--- src/rtl/hazard_sb.sv ---
// Hazard scoreboard: tracks in-flight producers in E..W, picks forwarding sources, raises D-stage stall.
// Latency: stall/rs_sel/rt_sel are combinational from registered state plus D inputs; state updates next edge.
// Backpressure: stall freezes F/D and inserts a bubble into E; optional MDU busy tracking under HAZARD_SB_MDU_EN.
module hazard_sb #(
  parameter int DEPTH    = 3,
  parameter int AW       = 5,
  parameter int TW       = 3,
  parameter int MULT_CYC = 5,
  parameter int DIV_CYC  = 10
) (
  input  logic                         clk,
  input  logic                         reset,
  input  logic                         d_valid,
  input  logic [AW-1:0]                d_rs,
  input  logic [AW-1:0]                d_rt,
  input  logic [TW-1:0]                d_tuse_rs,
  input  logic [TW-1:0]                d_tuse_rt,
  input  logic                         d_wr_en,
  input  logic [AW-1:0]                d_wr_addr,
  input  logic [TW-1:0]                d_tnew,
  input  logic                         d_md,
  input  logic                         md_start,
  input  logic                         md_div,
  input  logic                         flush,
  output logic                         stall,
  output logic [$clog2(DEPTH+1)-1:0]   rs_sel,
  output logic [$clog2(DEPTH+1)-1:0]   rt_sel,
  output logic                         md_busy
);

  localparam int SW = $clog2(DEPTH + 1);

  // One tracked producer; index 1 is E, DEPTH is the oldest tracked stage.
  typedef struct packed {
    logic          vld;
    logic          wr;
    logic [AW-1:0] addr;
    logic [TW-1:0] tnew;
  } entry_t;

  entry_t        ent [1:DEPTH];

  logic          rs_hit;
  logic          rt_hit;
  logic [TW-1:0] rs_tnew;
  logic [TW-1:0] rt_tnew;
  logic          haz_rs;
  logic          haz_rt;
  logic          md_haz;
  logic          issue;

  // tnew counts down as a producer ages and never wraps below zero.
  function automatic logic [TW-1:0] tnew_dec(input logic [TW-1:0] t);
    return (t == '0) ? t : t - TW'(1);
  endfunction

  // Youngest-match search: walk oldest to youngest so the youngest hit wins.
  always_comb begin
    rs_hit  = 1'b0;
    rt_hit  = 1'b0;
    rs_sel  = '0;
    rt_sel  = '0;
    rs_tnew = '0;
    rt_tnew = '0;
    for (int k = DEPTH; k >= 1; k--) begin
      if (ent[k].vld && ent[k].wr && (ent[k].addr == d_rs) && (d_rs != '0)) begin
        rs_hit  = 1'b1;
        rs_sel  = SW'(k);
        rs_tnew = ent[k].tnew;
      end
      if (ent[k].vld && ent[k].wr && (ent[k].addr == d_rt) && (d_rt != '0)) begin
        rt_hit  = 1'b1;
        rt_sel  = SW'(k);
        rt_tnew = ent[k].tnew;
      end
    end
  end

  // A source must wait while its youngest producer needs more cycles than the consumer can spare.
  // An unused source carries tuse all-ones, which no tnew can exceed.
  assign haz_rs = rs_hit & (rs_tnew > d_tuse_rs);
  assign haz_rt = rt_hit & (rt_tnew > d_tuse_rt);
  assign stall  = d_valid & (haz_rs | haz_rt | md_haz);

  // Flush kills the D instruction as well, so nothing enters E on a flush cycle.
  assign issue  = d_valid & ~stall & ~flush;

  // Pipeline shadow: load E on issue (bubble otherwise), age every older entry by one stage.
  always_ff @(posedge clk) begin
    if (reset) begin
      for (int k = 1; k <= DEPTH; k++) begin
        ent[k] <= '0;
      end
    end else begin
      if (issue) begin
        ent[1] <= '{vld: 1'b1, wr: d_wr_en, addr: d_wr_addr, tnew: d_tnew};
      end else begin
        ent[1] <= '0;
      end
      for (int k = 2; k <= DEPTH; k++) begin
        ent[k].vld  <= ent[k-1].vld & ~flush;
        ent[k].wr   <= ent[k-1].wr;
        ent[k].addr <= ent[k-1].addr;
        ent[k].tnew <= tnew_dec(ent[k-1].tnew);
      end
    end
  end

`ifdef HAZARD_SB_MDU_EN
  localparam int MD_MAX = (MULT_CYC > DIV_CYC) ? MULT_CYC : DIV_CYC;
  localparam int CW     = $clog2(MD_MAX + 1);

  logic [CW-1:0] md_cnt;

  // MDU busy countdown: a new start always reloads, flush leaves it running.
  always_ff @(posedge clk) begin
    if (reset) begin
      md_cnt <= '0;
    end else if (md_start) begin
      md_cnt <= md_div ? CW'(DIV_CYC) : CW'(MULT_CYC);
    end else if (md_cnt != '0) begin
      md_cnt <= md_cnt - CW'(1);
    end
  end

  assign md_busy = (md_cnt != '0);
  // The start cycle itself blocks HI/LO users, before the counter is loaded.
  assign md_haz  = d_md & (md_busy | md_start);
`else
  logic unused_md;

  assign md_busy   = 1'b0;
  assign md_haz    = 1'b0;
  assign unused_md = ^{d_md, md_start, md_div};
`endif

endmodule

--- config.mk ---
export PLATFORM = sky130hd
export DESIGN_NAME = hazard_sb
export DESIGN_NICKNAME = d
export VERILOG_FILES = /design/src/rtl/hazard_sb.sv
export SDC_FILE = /design/constraint.sdc
export NUM_CORES = 1
export LEC_CHECK = 0
export BUFFER_PORTS_ARGS = -buffer_cell sky130_fd_sc_hd__buf_4
export CORE_UTILIZATION = 55
export DETAILED_ROUTE_END_ITERATION = 12
export GPL_TIMING_DRIVEN = 0
export HOLD_SLACK_MARGIN = 0.08
export PLACE_DENSITY = 0.9
export SYNTH_ARGS = -nofsm -noshare
export SYNTH_HDL_FRONTEND = slang
export SYNTH_SLANG_ARGS = --single-unit
export TNS_END_PERCENT = 30
--- constraint.sdc ---
create_clock -name clk -period 3.85 [get_ports clk]
set_clock_uncertainty 0.15 [all_clocks]
set_input_delay 0.5775 -clock clk [delete_from_list [all_inputs] [get_ports clk]]
set_output_delay 0.5775 -clock clk [all_outputs]
set_load 0.02 [all_outputs]
==> impl_metrics.env <==
export IMPL_timing_hold_violations_final=0
export IMPL_met1_length_um=1880
export IMPL_critPathLaunchType="flop"
export IMPL_initial_core_util_pct=57.5
export IMPL_place_ws_ps=-464
export IMPL_critPathMaxFanout=2
export IMPL_relSlewSlack_pct=64.9
export IMPL_required_ps=3120
export IMPL_regMostFlops="ent"
export IMPL_vias=1705
export IMPL_hold_path_end="ent[0][39]$_SDFF_PP0_"
export IMPL_ant_nets=0
export IMPL_fin_util_pct=76.8
export IMPL_synth_edf_count=10
export IMPL_cts_sinks=30
export IMPL_synth_avg_cell_area_sq_um=9.57
export IMPL_placed_area_sq_mm=0.00226
export IMPL_r2r_end="ent[0][12]$_SDFFCE_PP0P_"
export IMPL_hold_path_startpoint="ent[0][29]$_SDFF_PP0_"
export IMPL_rsz0062_at_grt="yes"
export IMPL_cp_startpoint="ent[0][14]$_SDFFCE_PP0P_"
export IMPL_swShare_pct=28.4
export IMPL_worst_slew_pin_slew_ps=527
export IMPL_crit_chain="xnor2_2, nand2_1, or4_4, mux2_4, ha_4, nor2b_4, o21ai_1, a32oi_1, o31a_1, buf_6, o21a_1, buf_6"
export IMPL_power_total_uw=659
export IMPL_final_net_count=311
export IMPL_clkTransAtPathRegs_ps=100
export IMPL_yosys_mux_area_fraction_pct=3.24
export IMPL_cap_violations=0
export IMPL_status="finished with violations"
export IMPL_seqPwrFrac_pct=53.8
export IMPL_cts_tree="built"
export IMPL_synth_xor_area_share_pct=13.6
export IMPL_critPathSlowestCell="or4_4"
export IMPL_finalCritPeriodShare_pct=104
export IMPL_wl_per_cell_um=15.3
export IMPL_final_cells=316
export IMPL_ys_warn_count=0
export IMPL_wl_met2_um=2480
export IMPL_clk_path_buf_depth=2
export IMPL_synth_top_family_by_area="simple AND/OR/NAND/NOR gates"
export IMPL_slew_viol_final=0
export IMPL_root_buffer="clkbuf_4"
export IMPL_critPathMaxStageDelay_ps=530
export IMPL_violations="setup timing"
export IMPL_die_y_um=61.3
export IMPL_p_leak_nw=1.17
export IMPL_syn_cell_area_sq_mm=0.00193
export IMPL_p_clk_share_pct=27.8
export IMPL_die_width_um=61.3
export IMPL_min_period_ps=4010
export IMPL_dp_final_hpwl_um=3270
export IMPL_via_per_inst=5.40
export IMPL_timing_final_ws_setup_ps=-158
export IMPL_vdd_drop_max_mv=0.265
export IMPL_reg2regPathDepth=13
export IMPL_clk_latency_ps=340
export IMPL_async_flop_share_pct=0
export IMPL_p_sw_uw=187
export IMPL_drive_gt1_share_pct=33.3
export IMPL_area_growth_pct=33.6
export IMPL_first_global_vias=1554
export IMPL_coreArea_sq_mm=0.00336
export IMPL_hold_path_cell_count=1
export IMPL_r2r_slack_ps=370
export IMPL_netlist_instances=202
export IMPL_fin_area_sq_mm=0.00258
export IMPL_rows=21
export IMPL_yosysSeqAreaShare_pct=36.2
export IMPL_ys_top_cells_by_count="20 x dfxtp_1, 20 x nor2_1, 17 x xor2_1"
export IMPL_p_per_area_mw_per_mm2=255
export IMPL_htree_levels=2
export IMPL_drc_errors=0
export IMPL_p_int_uw=472
export IMPL_yosys_area_top_type_share_pct=20.7
export IMPL_crit_family="simple AND/OR/NAND/NOR gates"
export IMPL_dp_cells=289
export IMPL_fmaxAchievable_ghz=0.249
export IMPL_io_buffer_count=32
export IMPL_ys_ff_latch=30
export IMPL_numCtsBuffers=5
export IMPL_synth_main_ff_cell="dfxtp_1"
export IMPL_place_gp_congestion=0.955
export IMPL_grt_pass1_wl_um=6690
export IMPL_synth_largest_area_cell="dfxtp_1"
export IMPL_end_kind="output pin"
export IMPL_overflow=0
export IMPL_arrival_ps=3280
export IMPL_hp_class="reg2reg"
export IMPL_n_antenna_cell=0
export IMPL_topRoutingLayerUsed="met4"
export IMPL_path_class="reg2out"
export IMPL_routed_wl_um=4840
export IMPL_r2r_start="ent[0][14]$_SDFFCE_PP0P_"
export IMPL_grt_usage_pct=25.4
export IMPL_cp_num_buf_inv=2
export IMPL_finalSetupViolations=1
export IMPL_synth_lib_cells_used_distinct=40
export IMPL_grt_antenna_before_repair=0
export IMPL_synth_compound_area_share_pct=7.51
export IMPL_drtIter0Drc=95
export IMPL_synthTopCellsByArea="dfxtp_1 21%, edfxtp_1 16%, xor2_1 7.7%, ha_1 6.5%, nor4b_2 6.2%"
export IMPL_cp_common_cell="buf_6"
export IMPL_top_regs="ent: 30 flops"
export IMPL_synthSimpleGateAreaFrac_pct=27.8
export IMPL_largest_register_ffs=30
export IMPL_fin_setup_tns_ps=-158
export IMPL_p_comb_share_pct=18.4
export IMPL_holdWs_ps=329
export IMPL_synth_fa_ha_area_share_pct=6.47
export IMPL_dieArea_sq_mm=0.00376
export IMPL_drtPass1Iterations=5
export IMPL_grt_max_degree=11
export IMPL_ios=38
export IMPL_route_met3_wl_um=283
==> worst max-delay path by stage <==
stage                     endpoint  slack (ps)  cells after the start
final                        stall        -160                     12
after floorplan              stall         170                     12
after detailed placement     stall        -460                     15
after global routing         stall        -290                     12
after CTS                    stall         -30                     12
after global placement       stall        -310                     15
==> power by group through the flow <==
| stage | combinational (mW) | clock [mW] | sequential [mW] |
|---|---|---|---|
| global route | 0.133 | 0.200 | 0.356 |
| global placement | 0.0968 | 0 | 0.360 |
| detailed placement | 0.101 | 0 | 0.361 |
| finish | 0.121 | 0.183 | 0.354 |
| CTS | 0.111 | 0.182 | 0.353 |
| floorplan | 0.0612 | 0 | 0.357 |
==> cells in the final DEF, fill, tap and decap left out, drive strengths merged, types with 2 or more instances in the layout <==
cell type,count
a211oi,3
a32oi,2
and2,4
and3,3
and4,2
buf,56
clkbuf,7
clkinv,2
conb,11
dfxtp,20
edfxtp,10
ha,10
inv,15
mux2,2
mux2i,4
nand2,11
nand2b,2
nand3,3
nand4,5
nor2,20
nor2b,14
nor3,3
nor4,4
nor4b,10
o21ai,3
o31a,3
o31ai,3
xnor2,13
xor2,17
==> logic make-up after synthesis <==
kind of cell / count (synthesis)
fa+ha+maj: 10
compound gates: 19
flops: 30
simple gates: 83
xor+xnor: 30
buf+inv: 22
mux: 6
other cells: 2
==> layer usage <==
layer	up-vias	global-route usage [%]
li1	828	-
met1	774	31.4
met2	78	41.5
met3	25	6.51
met4	0	11.7
met5	-	0
==> timing repair <==
action	CTS	global route
endpoints found under the setup margin	1	1
pin swaps	7	10
setup buffers	14	6
hold buffers	0	0
resized for setup	13	12
==> layout make-up <==
cell class	instances	area [sq um]
multi-input combinational	159	1270
fill	242	781
sequential	30	702
timing repair buffer	52	394
tap	46	57.6
inverter	15	56.3
buffer	6	48.8
clock buffer	5	37.5
clock inverter	3	16.3
Power figures use the tool's default switching activity.
